## src/rtl/node_select_fsm_if.sv

```systemverilog
// Switch/key front-end bundle for node_select_fsm: control pulses, switch value, results and HEX digits.
interface node_select_fsm_if #(
  parameter int NODE_W  = 5,
  parameter int NUM_SEL = 2
);
  logic                      start;
  logic                      ld;
  logic [NODE_W-1:0]         data_in;
  logic [NODE_W-1:0]         num_nodes;
  logic                      busy;
  logic                      done;
  logic [NUM_SEL*NODE_W-1:0] sel_nodes;
  logic [3:0]                err_count;
  logic [6:0]                h0, h1, h2, h3, h4, h5;

  modport master (
    output start, ld, data_in, num_nodes,
    input  busy, done, sel_nodes, err_count, h0, h1, h2, h3, h4, h5
  );

  modport slave (
    input  start, ld, data_in, num_nodes,
    output busy, done, sel_nodes, err_count, h0, h1, h2, h3, h4, h5
  );
endinterface

```

## src/rtl/node_select_fsm.sv

```systemverilog
// Collects NUM_SEL range-checked node indices, one per ld, with HEX prompts/echo/error banner.
// Accept/reject decided 2 cycles after ld; NODE_SEL_DISTINCT_EN also rejects repeated indices.
module node_select_fsm #(
  parameter int NODE_W   = 5,
  parameter int NUM_SEL  = 2,
  parameter int HOLD_CYC = 50_000_000
) (
  input  logic              clk,
  input  logic              reset,
  node_select_fsm_if.slave  bus
);
  localparam logic [2:0] IDLE     = 3'd0;
  localparam logic [2:0] PROMPT   = 3'd1;
  localparam logic [2:0] CHECK    = 3'd2;
  localparam logic [2:0] SHOW_ERR = 3'd3;
  localparam logic [2:0] DONE     = 3'd4;

  localparam logic [3:0]  LAST_SLOT = 4'(NUM_SEL - 1);
  localparam logic [31:0] HOLD_LD   = 32'(HOLD_CYC - 1);

  localparam logic [6:0] SEG_C = 7'b1000110, SEG_H = 7'b0001001, SEG_O = 7'b1000000;
  localparam logic [6:0] SEG_S = 7'b0010010, SEG_E = 7'b0000110, SEG_L = 7'b1000111;
  localparam logic [6:0] SEG_I = 7'b1111001, SEG_N = 7'b0101011, SEG_U = 7'b1000001;
  localparam logic [6:0] SEG_A = 7'b0001000, SEG_D = 7'b0100001, SEG_P = 7'b0001100;
  localparam logic [6:0] SEG_BLANK = 7'b1111111;

  localparam logic [41:0] MSG_CHOOSE = {SEG_C, SEG_H, SEG_O, SEG_O, SEG_S, SEG_E};
  localparam logic [41:0] MSG_INVALD = {SEG_I, SEG_N, SEG_U, SEG_A, SEG_L, SEG_D};
  localparam logic [41:0] MSG_DUP    = {SEG_D, SEG_U, SEG_P, SEG_BLANK, SEG_BLANK, SEG_BLANK};

  function automatic logic [6:0] seg_digit(input logic [3:0] d);
    case (d)
      4'd0:    seg_digit = 7'b1000000;
      4'd1:    seg_digit = 7'b1111001;
      4'd2:    seg_digit = 7'b0100100;
      4'd3:    seg_digit = 7'b0110000;
      4'd4:    seg_digit = 7'b0011001;
      4'd5:    seg_digit = 7'b0010010;
      4'd6:    seg_digit = 7'b0000010;
      4'd7:    seg_digit = 7'b1111000;
      4'd8:    seg_digit = 7'b0000000;
      4'd9:    seg_digit = 7'b0010000;
      default: seg_digit = SEG_BLANK;
    endcase
  endfunction

  logic [2:0]                state, state_n;
  logic [3:0]                slot, slot_n;
  logic [NODE_W-1:0]         cand, cand_n;
  logic [NUM_SEL*NODE_W-1:0] sel, sel_n;
  logic [3:0]                errc, errc_n;
  logic [31:0]               hold, hold_n;
  logic                      dup, dup_n;
  logic                      in_range, is_dup;
  logic [41:0]               hex, hex_n;
  logic                      busy_r, done_r;
  logic [6:0]                din7;
  logic [3:0]                tens, ones;

  always_comb begin
    state_n  = state;
    slot_n   = slot;
    cand_n   = cand;
    sel_n    = sel;
    errc_n   = errc;
    hold_n   = hold;
    dup_n    = dup;
    in_range = (cand < bus.num_nodes);
    is_dup   = 1'b0;
`ifdef NODE_SEL_DISTINCT_EN
    for (int k = 0; k < NUM_SEL; k++) begin
      if ((4'(k) < slot) && (sel[k*NODE_W +: NODE_W] == cand)) is_dup = 1'b1;
    end
`endif
    case (state)
      IDLE: begin
        if (bus.start) begin
          state_n = PROMPT;
          slot_n  = 4'd0;
          sel_n   = '0;
          errc_n  = 4'd0;
        end
      end
      PROMPT: begin
        if (bus.ld) begin
          cand_n  = bus.data_in;
          state_n = CHECK;
        end
      end
      CHECK: begin
        if (in_range && !is_dup) begin
          sel_n[slot*NODE_W +: NODE_W] = cand;
          if (slot == LAST_SLOT) begin
            state_n = DONE;
          end else begin
            slot_n  = slot + 4'd1;
            state_n = PROMPT;
          end
        end else begin
          if (errc != 4'd15) errc_n = errc + 4'd1;
          hold_n  = HOLD_LD;
          // An invalid candidate that passed the range check can only have failed as a duplicate.
          dup_n   = in_range;
          state_n = SHOW_ERR;
        end
      end
      SHOW_ERR: begin
        if (hold == 32'd0) state_n = PROMPT;
        else               hold_n  = hold - 32'd1;
      end
      DONE:    state_n = IDLE;
      default: state_n = IDLE;
    endcase
  end

  // HEX digits are decoded from next-state values so the registered display tracks the state.
  always_comb begin
    din7 = 7'(bus.data_in);
    tens = 4'(din7 / 7'd10);
    ones = 4'(din7 % 7'd10);
    case (state_n)
      PROMPT, CHECK: hex_n = {SEG_S, SEG_E, SEG_L, seg_digit(slot_n), seg_digit(tens), seg_digit(ones)};
      SHOW_ERR:      hex_n = dup_n ? MSG_DUP : MSG_INVALD;
      default:       hex_n = MSG_CHOOSE;
    endcase
  end

  always_ff @(posedge clk) begin
    if (reset) begin
      state  <= IDLE;
      slot   <= 4'd0;
      cand   <= '0;
      sel    <= '0;
      errc   <= 4'd0;
      hold   <= 32'd0;
      dup    <= 1'b0;
      hex    <= MSG_CHOOSE;
      busy_r <= 1'b0;
      done_r <= 1'b0;
    end else begin
      state  <= state_n;
      slot   <= slot_n;
      cand   <= cand_n;
      sel    <= sel_n;
      errc   <= errc_n;
      hold   <= hold_n;
      dup    <= dup_n;
      hex    <= hex_n;
      busy_r <= (state_n != IDLE);
      done_r <= (state_n == DONE);
    end
  end

  assign bus.busy      = busy_r;
  assign bus.done      = done_r;
  assign bus.sel_nodes = sel;
  assign bus.err_count = errc;
  assign {bus.h5, bus.h4, bus.h3, bus.h2, bus.h1, bus.h0} = hex;
endmodule

```

## src/flat_wrapper.sv

```systemverilog
// flat-port wrapper written by rule: the top's interface ports become plain ports
module node_select_fsm_flat 
#(
  parameter int NODE_W   = 5,
  parameter int NUM_SEL  = 2,
  parameter int HOLD_CYC = 50_000_000
)
  (clk, reset, bus_start, bus_ld, bus_data_in, bus_num_nodes, bus_busy, bus_done, bus_sel_nodes, bus_err_count, bus_h0, bus_h1, bus_h2, bus_h3, bus_h4, bus_h5);
  node_select_fsm_if #(.NODE_W(NODE_W), .NUM_SEL(NUM_SEL)) bus_i ();
  input  logic clk;
  input  logic reset;
  input wire logic [$bits(bus_i.start)-1:0] bus_start;
  input wire logic [$bits(bus_i.ld)-1:0] bus_ld;
  input wire logic [$bits(bus_i.data_in)-1:0] bus_data_in;
  input wire logic [$bits(bus_i.num_nodes)-1:0] bus_num_nodes;
  output wire logic [$bits(bus_i.busy)-1:0] bus_busy;
  output wire logic [$bits(bus_i.done)-1:0] bus_done;
  output wire logic [$bits(bus_i.sel_nodes)-1:0] bus_sel_nodes;
  output wire logic [$bits(bus_i.err_count)-1:0] bus_err_count;
  output wire logic [$bits(bus_i.h0)-1:0] bus_h0;
  output wire logic [$bits(bus_i.h1)-1:0] bus_h1;
  output wire logic [$bits(bus_i.h2)-1:0] bus_h2;
  output wire logic [$bits(bus_i.h3)-1:0] bus_h3;
  output wire logic [$bits(bus_i.h4)-1:0] bus_h4;
  output wire logic [$bits(bus_i.h5)-1:0] bus_h5;
  assign bus_i.start = bus_start;
  assign bus_i.ld = bus_ld;
  assign bus_i.data_in = bus_data_in;
  assign bus_i.num_nodes = bus_num_nodes;
  assign bus_busy = bus_i.busy;
  assign bus_done = bus_i.done;
  assign bus_sel_nodes = bus_i.sel_nodes;
  assign bus_err_count = bus_i.err_count;
  assign bus_h0 = bus_i.h0;
  assign bus_h1 = bus_i.h1;
  assign bus_h2 = bus_i.h2;
  assign bus_h3 = bus_i.h3;
  assign bus_h4 = bus_i.h4;
  assign bus_h5 = bus_i.h5;
  node_select_fsm #(.NODE_W(NODE_W), .NUM_SEL(NUM_SEL), .HOLD_CYC(HOLD_CYC)) u_core (.clk(clk), .reset(reset), .bus(bus_i));
endmodule
```

## config.mk

```make
export PLATFORM = sky130hd
export DESIGN_NAME = node_select_fsm_flat
export DESIGN_NICKNAME = d
export VERILOG_FILES = /design/src/rtl/node_select_fsm_if.sv /design/src/rtl/node_select_fsm.sv /design/src/flat_wrapper.sv
export SDC_FILE = /design/constraint.sdc
export NUM_CORES = 1
export LEC_CHECK = 0
export CORE_MARGIN = 5
export CORE_UTILIZATION = 42
export DETAILED_ROUTE_END_ITERATION = 10
export SLEW_MARGIN = 15
export SYNTH_ARGS = -nofsm -noshare
export SYNTH_HDL_FRONTEND = slang
export SYNTH_SLANG_ARGS = --single-unit
```

## constraint.sdc

```tcl
create_clock -name clk -period 5.2 [get_ports clk]
set_clock_uncertainty 0.05 [all_clocks]
set_input_delay 1.56 -clock clk [delete_from_list [all_inputs] [get_ports clk]]
set_output_delay 1.56 -clock clk [all_outputs]
set_load 0.01 [all_outputs]
```

==> results of run 1 <==
==> layer usage <==
layer | GRT usage | wire length [um] | vias to the layer above | part of all wire
li1 | - | - | 2002 | -
met1 | 0.2255 | 5253 | 1803 | 0.50
met2 | 0.2654 | 4626 | 81 | 0.44
met3 | 0.03316 | 569 | 11 | 0.054
met4 | 0.05477 | 150 | 0 | 0.014
met5 | 0 | 0 | - | 0
==> cell families (layout without fill, tap and decap cells) <==
group                    after synthesis  count (layout)  share of synthesized area
buffers and inverters                 57             127                    0.06159
XOR/XNOR                              39              39                    0.07342
AND/OR/NAND/NOR                      189             189                     0.2087
multiplexers                          16              16                    0.03470
other                                  1               3                  0.0008061
adder cells (fa/ha/maj)               23              23                    0.06186
AO/OA/AOI/OAI                        115             115                     0.1630
flip-flops                            92              92                     0.3959
==> state kept, by name, summed over array words and instances (netlist names) <==
register and cells:
u_core.hex 31, u_core.bus.done 1, u_core.dup 1, u_core.bus.err_count 4, u_core.cand 5, u_core.bus.busy 1, u_core.bus.sel_nodes 10, u_core.slot 4
u_core.hold 32, u_core.state 3
==> area by class of cell <==
type                       instances  area, um^2  area share
multi-input combinational        385        2531      0.4439
timing repair buffer              87       823.3      0.1444
sequential                        92        1842      0.3230
inverter                          24       102.6     0.01799
tap                              140       175.2     0.03072
clock buffer                      13       158.9     0.02787
clock inverter                     3       68.82     0.01207
==> power by group <==
| part | internal [uW] | switching, uW | total [uW] | leakage [uW] |
|---|---|---|---|---|
| Clock | 299 | 246 | 545 | 0.000114 |
| Combinational | 127 | 153 | 280 | 0.00139 |
| Sequential | 730 | 14.8 | 745 | 0.000748 |
| Total | 1160 | 414 | 1570 | 0.00225 |
==> per-stage QoR <==
step                      hold slack (ns)  power (uW)
final                              0.4356        1570
after global routing               0.4516        1647
after CTS                          0.4269        1586
after detailed placement           0.4147        1042
after global placement             0.4061        1039
after floorplan                    0.3868       942.0
==> cells in the final DEF, fill, tap and decap left out, drive strengths merged, types with 6 or more instances in the layout <==
cell type / instances
dfxtp: 92
nor2: 73
clkdlybuf4s50: 68
a21oi: 33
nand2: 29
o21ai: 28
inv: 23
ha: 23
xnor2: 22
buf: 19
xor2: 17
mux2i: 15
nor3: 15
clkbuf: 13
nand4: 10
a22oi: 10
nand2b: 8
a211oi: 8
nor4: 8
or3: 7
nor2b: 6
==> worst min-delay path by stage <==
| stage | end | slack [ns] | cells after the start |
|---|---|---|---|
| after floorplan | u_core.dup | 0.39 | 2 |
| after global placement | u_core.dup | 0.41 | 2 |
| after detailed placement | u_core.dup | 0.41 | 2 |
| after CTS | u_core.dup | 0.43 | 2 |
| after global routing | u_core.dup | 0.45 | 2 |
| final | u_core.dup | 0.44 | 2 |
==> tightest hold or removal path, delay by kind of cell, from the launching register on <==
kind	cells	cell delay, ns
DFF	1	0.35
and+or+nand+nor	2	0.10
==> metrics.yaml, run 1 <==
sta:
  finalSetupViolations: 0
  slew_viol_final: 0
  hold_viol: 0
  relSlewSlack: 0.4724
  rsz0062_at_grt: "false"
  tightest_slew_ns: 0.7842
  setup_slack_ns: 0.5421
  fin_crit_ns: 4.658
  fmaxAchievable_mhz: 214.7
  finalCritPeriodShare: 0.8958
  tns_ns: 0
global_route:
  grt_pass1_wl_um: 18080
  grt_pass1_vias: 3786
  track_usage: 0.1662
  gr-total-overflow: 0
  antenna_found_initial: 0
  grt_max_degree: 47
setup_path:
  crit_fanout: 6
  reg2regPathDepth: 7
  cp_data_arrival_time_ns: 4.89
  crit_cells: 17
  startpoint: "bus_data_in[3]"
  r2r_end: "u_core.hex[0]"
  critPathTopFamily: "compound AO/OA/AOI/OAI gates"
  crit_chain: "clkdlybuf4s50_1 -> buf_4 -> nor4b_1 -> nor3b_1 -> nor2_1 -> ha_1 -> inv_1 -> a221o_1 -> xnor2_1 -> inv_1 -> ha_1 -> nor2_1 -> mux2i_1 -> o41ai_1 -> a221oi_1 -> o21ai_2 -> o21ai_1"
  timing.rr.start: "u_core.hold[2]"
  r2r_slack_ns: 1.95
  cp_slowest_cell: "nor4b_1"
  cp.required_ns: 5.43
  crit_path_end_kind: "register"
  crit_type: "primary input to register"
  crit_end: "u_core.hex[3]"
  critical_path_buf_inv_count: 4
  start_kind: "primary input"
  slowest_delay_ns: 0.45
synth:
  ys_async_sr_fraction: 0
  synth.most_common_cell: "dfxtp_1"
  synth_ff_type: "dfxtp_1"
  avgSynthCellArea_um2: 8.744
  ys_ff_latch: 92
  synth.distinct_cells: 62
  synthTopCellsByCount: "92 x dfxtp_1, 73 x nor2_1, 32 x a21oi_1"
  syn-instance-count: 532
  yosys-top-cells-area: "dfxtp_1 40%, ha_1 6.2%, nor2_1 5.9%, xnor2_1 4.1%, a21oi_1 3.4%"
  synth_largest_area_cell: "dfxtp_1"
  yosys.area.top_type_share: 0.3959
  synth-edff-count: 0
  netlist_area_um2: 4652
  synth.yosys.seq_area_share: 0.3959
  synth_warnings: 0
worst_hold_path:
  hp-start: "u_core.dup"
  holdCritPathClass: "register to register"
clock_tree:
  cts_root_buffer: "clkbuf_8"
  post-cts-setup-buffer-count: 0
  cts_max_path_buffers: 2
  cts.sink_count: 92
  hold_buffers: 0
  clk_pin_slew_ns: 0.08
  cts_buffers: 9
  cts.htree.levels: 3
  cts_resized: 0
  clk_latency_ns: 0.36
  cts_tree: "done"
place:
  port_buffers: 68
  place_inst: 728
  placed_area_um2: 5474
  preCtsSetupSlack_ns: 0.1977
  dp_hpwl_um: 7729
  gp_congestion: 0.8035
power:
  vdd_drop_max_mv: 0.1448
  power_density_nw_per_um2: 275.4
  p_leak_uw: 0.002255
detailed_routing:
  drtAntennaViolNets: 0
  drc: 0
  wirelength_um: 10600
  wl_per_cell_um: 14.25
  drt_iter0_markers: 132
  viasPerCell: 5.238
  vias: 3897
  first_pass_iters: 4
layout:
  finalNonFillerCells: 744
  syn2layout_area_growth_pct: 22.57
  design_area_um2: 5702
  antenna_cells: 0
  nets: 636
  nFillCells: 1028
  drive_gt1_frac: 0.08278
  final_util: 0.5260
die:
  rows: 38
  die_w_um: 115.2
  die_h_um: 115.2
  start_util: 0.4291
  core_area_um2: 10840
  io_pins: 72
  dieArea_um2: 13280
run_status:
  outcome: "completed"
run:
  max_cap_violations: 0
Power figures use the tool's default switching activity.
==> run 2, diff against run 1 <==
--- a/config.mk
+++ b/config.mk
@@ -5,7 +5,8 @@
 export SDC_FILE = /design/constraint.sdc
 export NUM_CORES = 1
 export LEC_CHECK = 0
-export CORE_MARGIN = 5
+export CORE_ASPECT_RATIO = 1.5
+export CORE_MARGIN = 10
 export CORE_UTILIZATION = 42
 export DETAILED_ROUTE_END_ITERATION = 10
 export SLEW_MARGIN = 15
==> run 2 against run 1 <==
Net effect: die area rose by 19%; worst hold slack got worse by 0.022 ns; global-route usage fell by 2.6 points.
==> metrics.yaml, run 2 (synthesis gave the netlist of run 1 again) <==
clock_tree:
  cts_buffers: 9
  clk_latency_ns: 0.34
  clk_pin_slew_ns: 0.07
  cts.sink_count: 92
  cts.htree.levels: 3
  cts_tree: "done"
  cts_resized: 0
  hold_buffers: 0
  cts_root_buffer: "clkbuf_16"
  cts_max_path_buffers: 2
  post-cts-setup-buffer-count: 0
detailed_routing:
  wl_per_cell_um: 14.73
  drc: 0
  first_pass_iters: 4
  drtAntennaViolNets: 0
  drt_iter0_markers: 129
  vias: 3926
  viasPerCell: 5.242
  wirelength_um: 11030
die:
  core_area_um2: 10940
  dieArea_um2: 15770
  die_h_um: 148.9
  io_pins: 72
  die_w_um: 105.9
  rows: 47
  start_util: 0.4253
power:
  fin_total_pwr_uw: 1698
  vdd_drop_max_mv: 0.1648
  p_leak_uw: 0.002281
  power_density_nw_per_um2: 294.0
setup_path:
  crit_cells: 17
  cp.required_ns: 5.41
  cp_data_arrival_time_ns: 4.95
  startpoint: "bus_data_in[3]"
  critPathTopFamily: "compound AO/OA/AOI/OAI gates"
  cp_slowest_cell: "nor4b_1"
  crit_path_end_kind: "register"
  crit_chain: "clkdlybuf4s50_1 -> buf_4 -> nor4b_1 -> nor3b_1 -> nor2_1 -> ha_1 -> inv_1 -> a221o_1 -> xnor2_1 -> inv_1 -> ha_1 -> nor2_1 -> mux2i_1 -> o41ai_1 -> a221oi_1 -> o21ai_2 -> o21ai_1"
  slowest_delay_ns: 0.46
  timing.rr.start: "u_core.hold[2]"
  r2r_end: "u_core.hex[0]"
  crit_end: "u_core.hex[3]"
  reg2regPathDepth: 7
  r2r_slack_ns: 1.90
  critical_path_buf_inv_count: 4
  start_kind: "primary input"
  crit_fanout: 6
  crit_type: "primary input to register"
layout:
  top_register: "u_core.hold"
  final_common_cell: "dfxtp_1"
  nets: 634
  antenna_cells: 0
  layout_common_cells: "92 x dfxtp_1, 73 x nor2_1, 68 x clkdlybuf4s50_1"
  multi_input_area_um2: 2531
  drive_gt1_frac: 0.08306
  syn2layout_area_growth_pct: 24.18
  nFillCells: 1067
  largest_reg_flops: 32
  sequential_cell_area_um2: 1842
sta:
  finalSetupViolations: 0
  rsz0062_at_grt: "false"
  tns_ns: 0
  finalCritPeriodShare: 0.9107
  slew_viol_final: 0
  hold_viol: 0
  relSlewSlack: 0.4746
  fin_crit_ns: 4.736
  tightest_slew_ns: 0.7810
  fmaxAchievable_mhz: 211.2
global_route:
  grt_max_degree: 47
  grt_pass1_wl_um: 18530
  track_usage: 0.1404
  grt_pass1_vias: 3842
  antenna_found_initial: 0
  gr-total-overflow: 0
run:
  max_cap_violations: 0
place:
  gp_congestion: 0.8745
  dp_hpwl_um: 8277
  port_buffers: 68
worst_hold_path:
  holdCritPathClass: "register to register"
run_status:
  outcome: "completed"
run 2: cell count changes in the layout (fill, tap and decap cells not counted), sizes merged:
cell | previous run | this run
clkbuf | 13 | 9
bufinv | 2 | 1
inv | 23 | 26
buf | 19 | 17
clkinvlp | 0 | 1
clkinv | 2 | 3
run 2: per-layer routing:
metal	global-route usage	share of wire	up-vias
met1	0.1637	0.45	1828
met4	0.06318	0.018	0
li1	-	-	1999
met5	0	0	-
met2	0.2345	0.48	83
met3	0.03806	0.053	16
run 2: stage by stage:
step	util	cells	cell area [um^2]	setup WS, ns	hold slack (ns)
global route	0.5281	749	5777	0.2084	0.4336
CTS	0.5281	749	5777	0.4992	0.4141
floorplan	-	534	4659	0.4099	0.3868
finish	0.5281	749	5777	0.4643	0.4135
detailed placement	0.4999	733	5468	0.1569	0.4048
global placement	0.4999	733	5468	0.3266	0.4001
run 2: worst min path at each step:
stage,from,cells past startpoint,endpoint,slack [ns]
6_report,u_core.dup,2,u_core.dup,0.41
5_1_grt,u_core.dup,2,u_core.dup,0.43
4_1_cts,u_core.dup,2,u_core.dup,0.41
3_5_place_dp,u_core.dup,2,u_core.dup,0.40
3_3_place_gp,u_core.dup,2,u_core.dup,0.40
2_1_floorplan,u_core.dup,2,u_core.dup,0.39
run 2: area by class of cell:
| cell class | count | area share |
|---|---|---|
| multi-input cells | 385 | 0.4382 |
| flip-flops and latches | 92 | 0.3188 |
| repair buffers | 85 | 0.1399 |
| clock buffers | 9 | 0.03899 |
| well taps | 147 | 0.03184 |
| inverters | 24 | 0.01776 |
| clock inverters | 7 | 0.01451 |
run 2: worst reg2reg max path: stages (launching register included):
cell     delay (ns)
dfxtp_1        0.34
nor4_1         0.46
nand2_1        0.32
nor4_1         0.76
a21o_1         0.52
nand2_1        0.29
nand2_1        0.32
o21ai_1        0.12
run 2: power breakdown:
group          switching [uW]  total [uW]  leakage [uW]  internal [uW]
clock                     291         672      0.000149            381
sequential               14.4         745      0.000748            731
combinational             154         281       0.00138            127
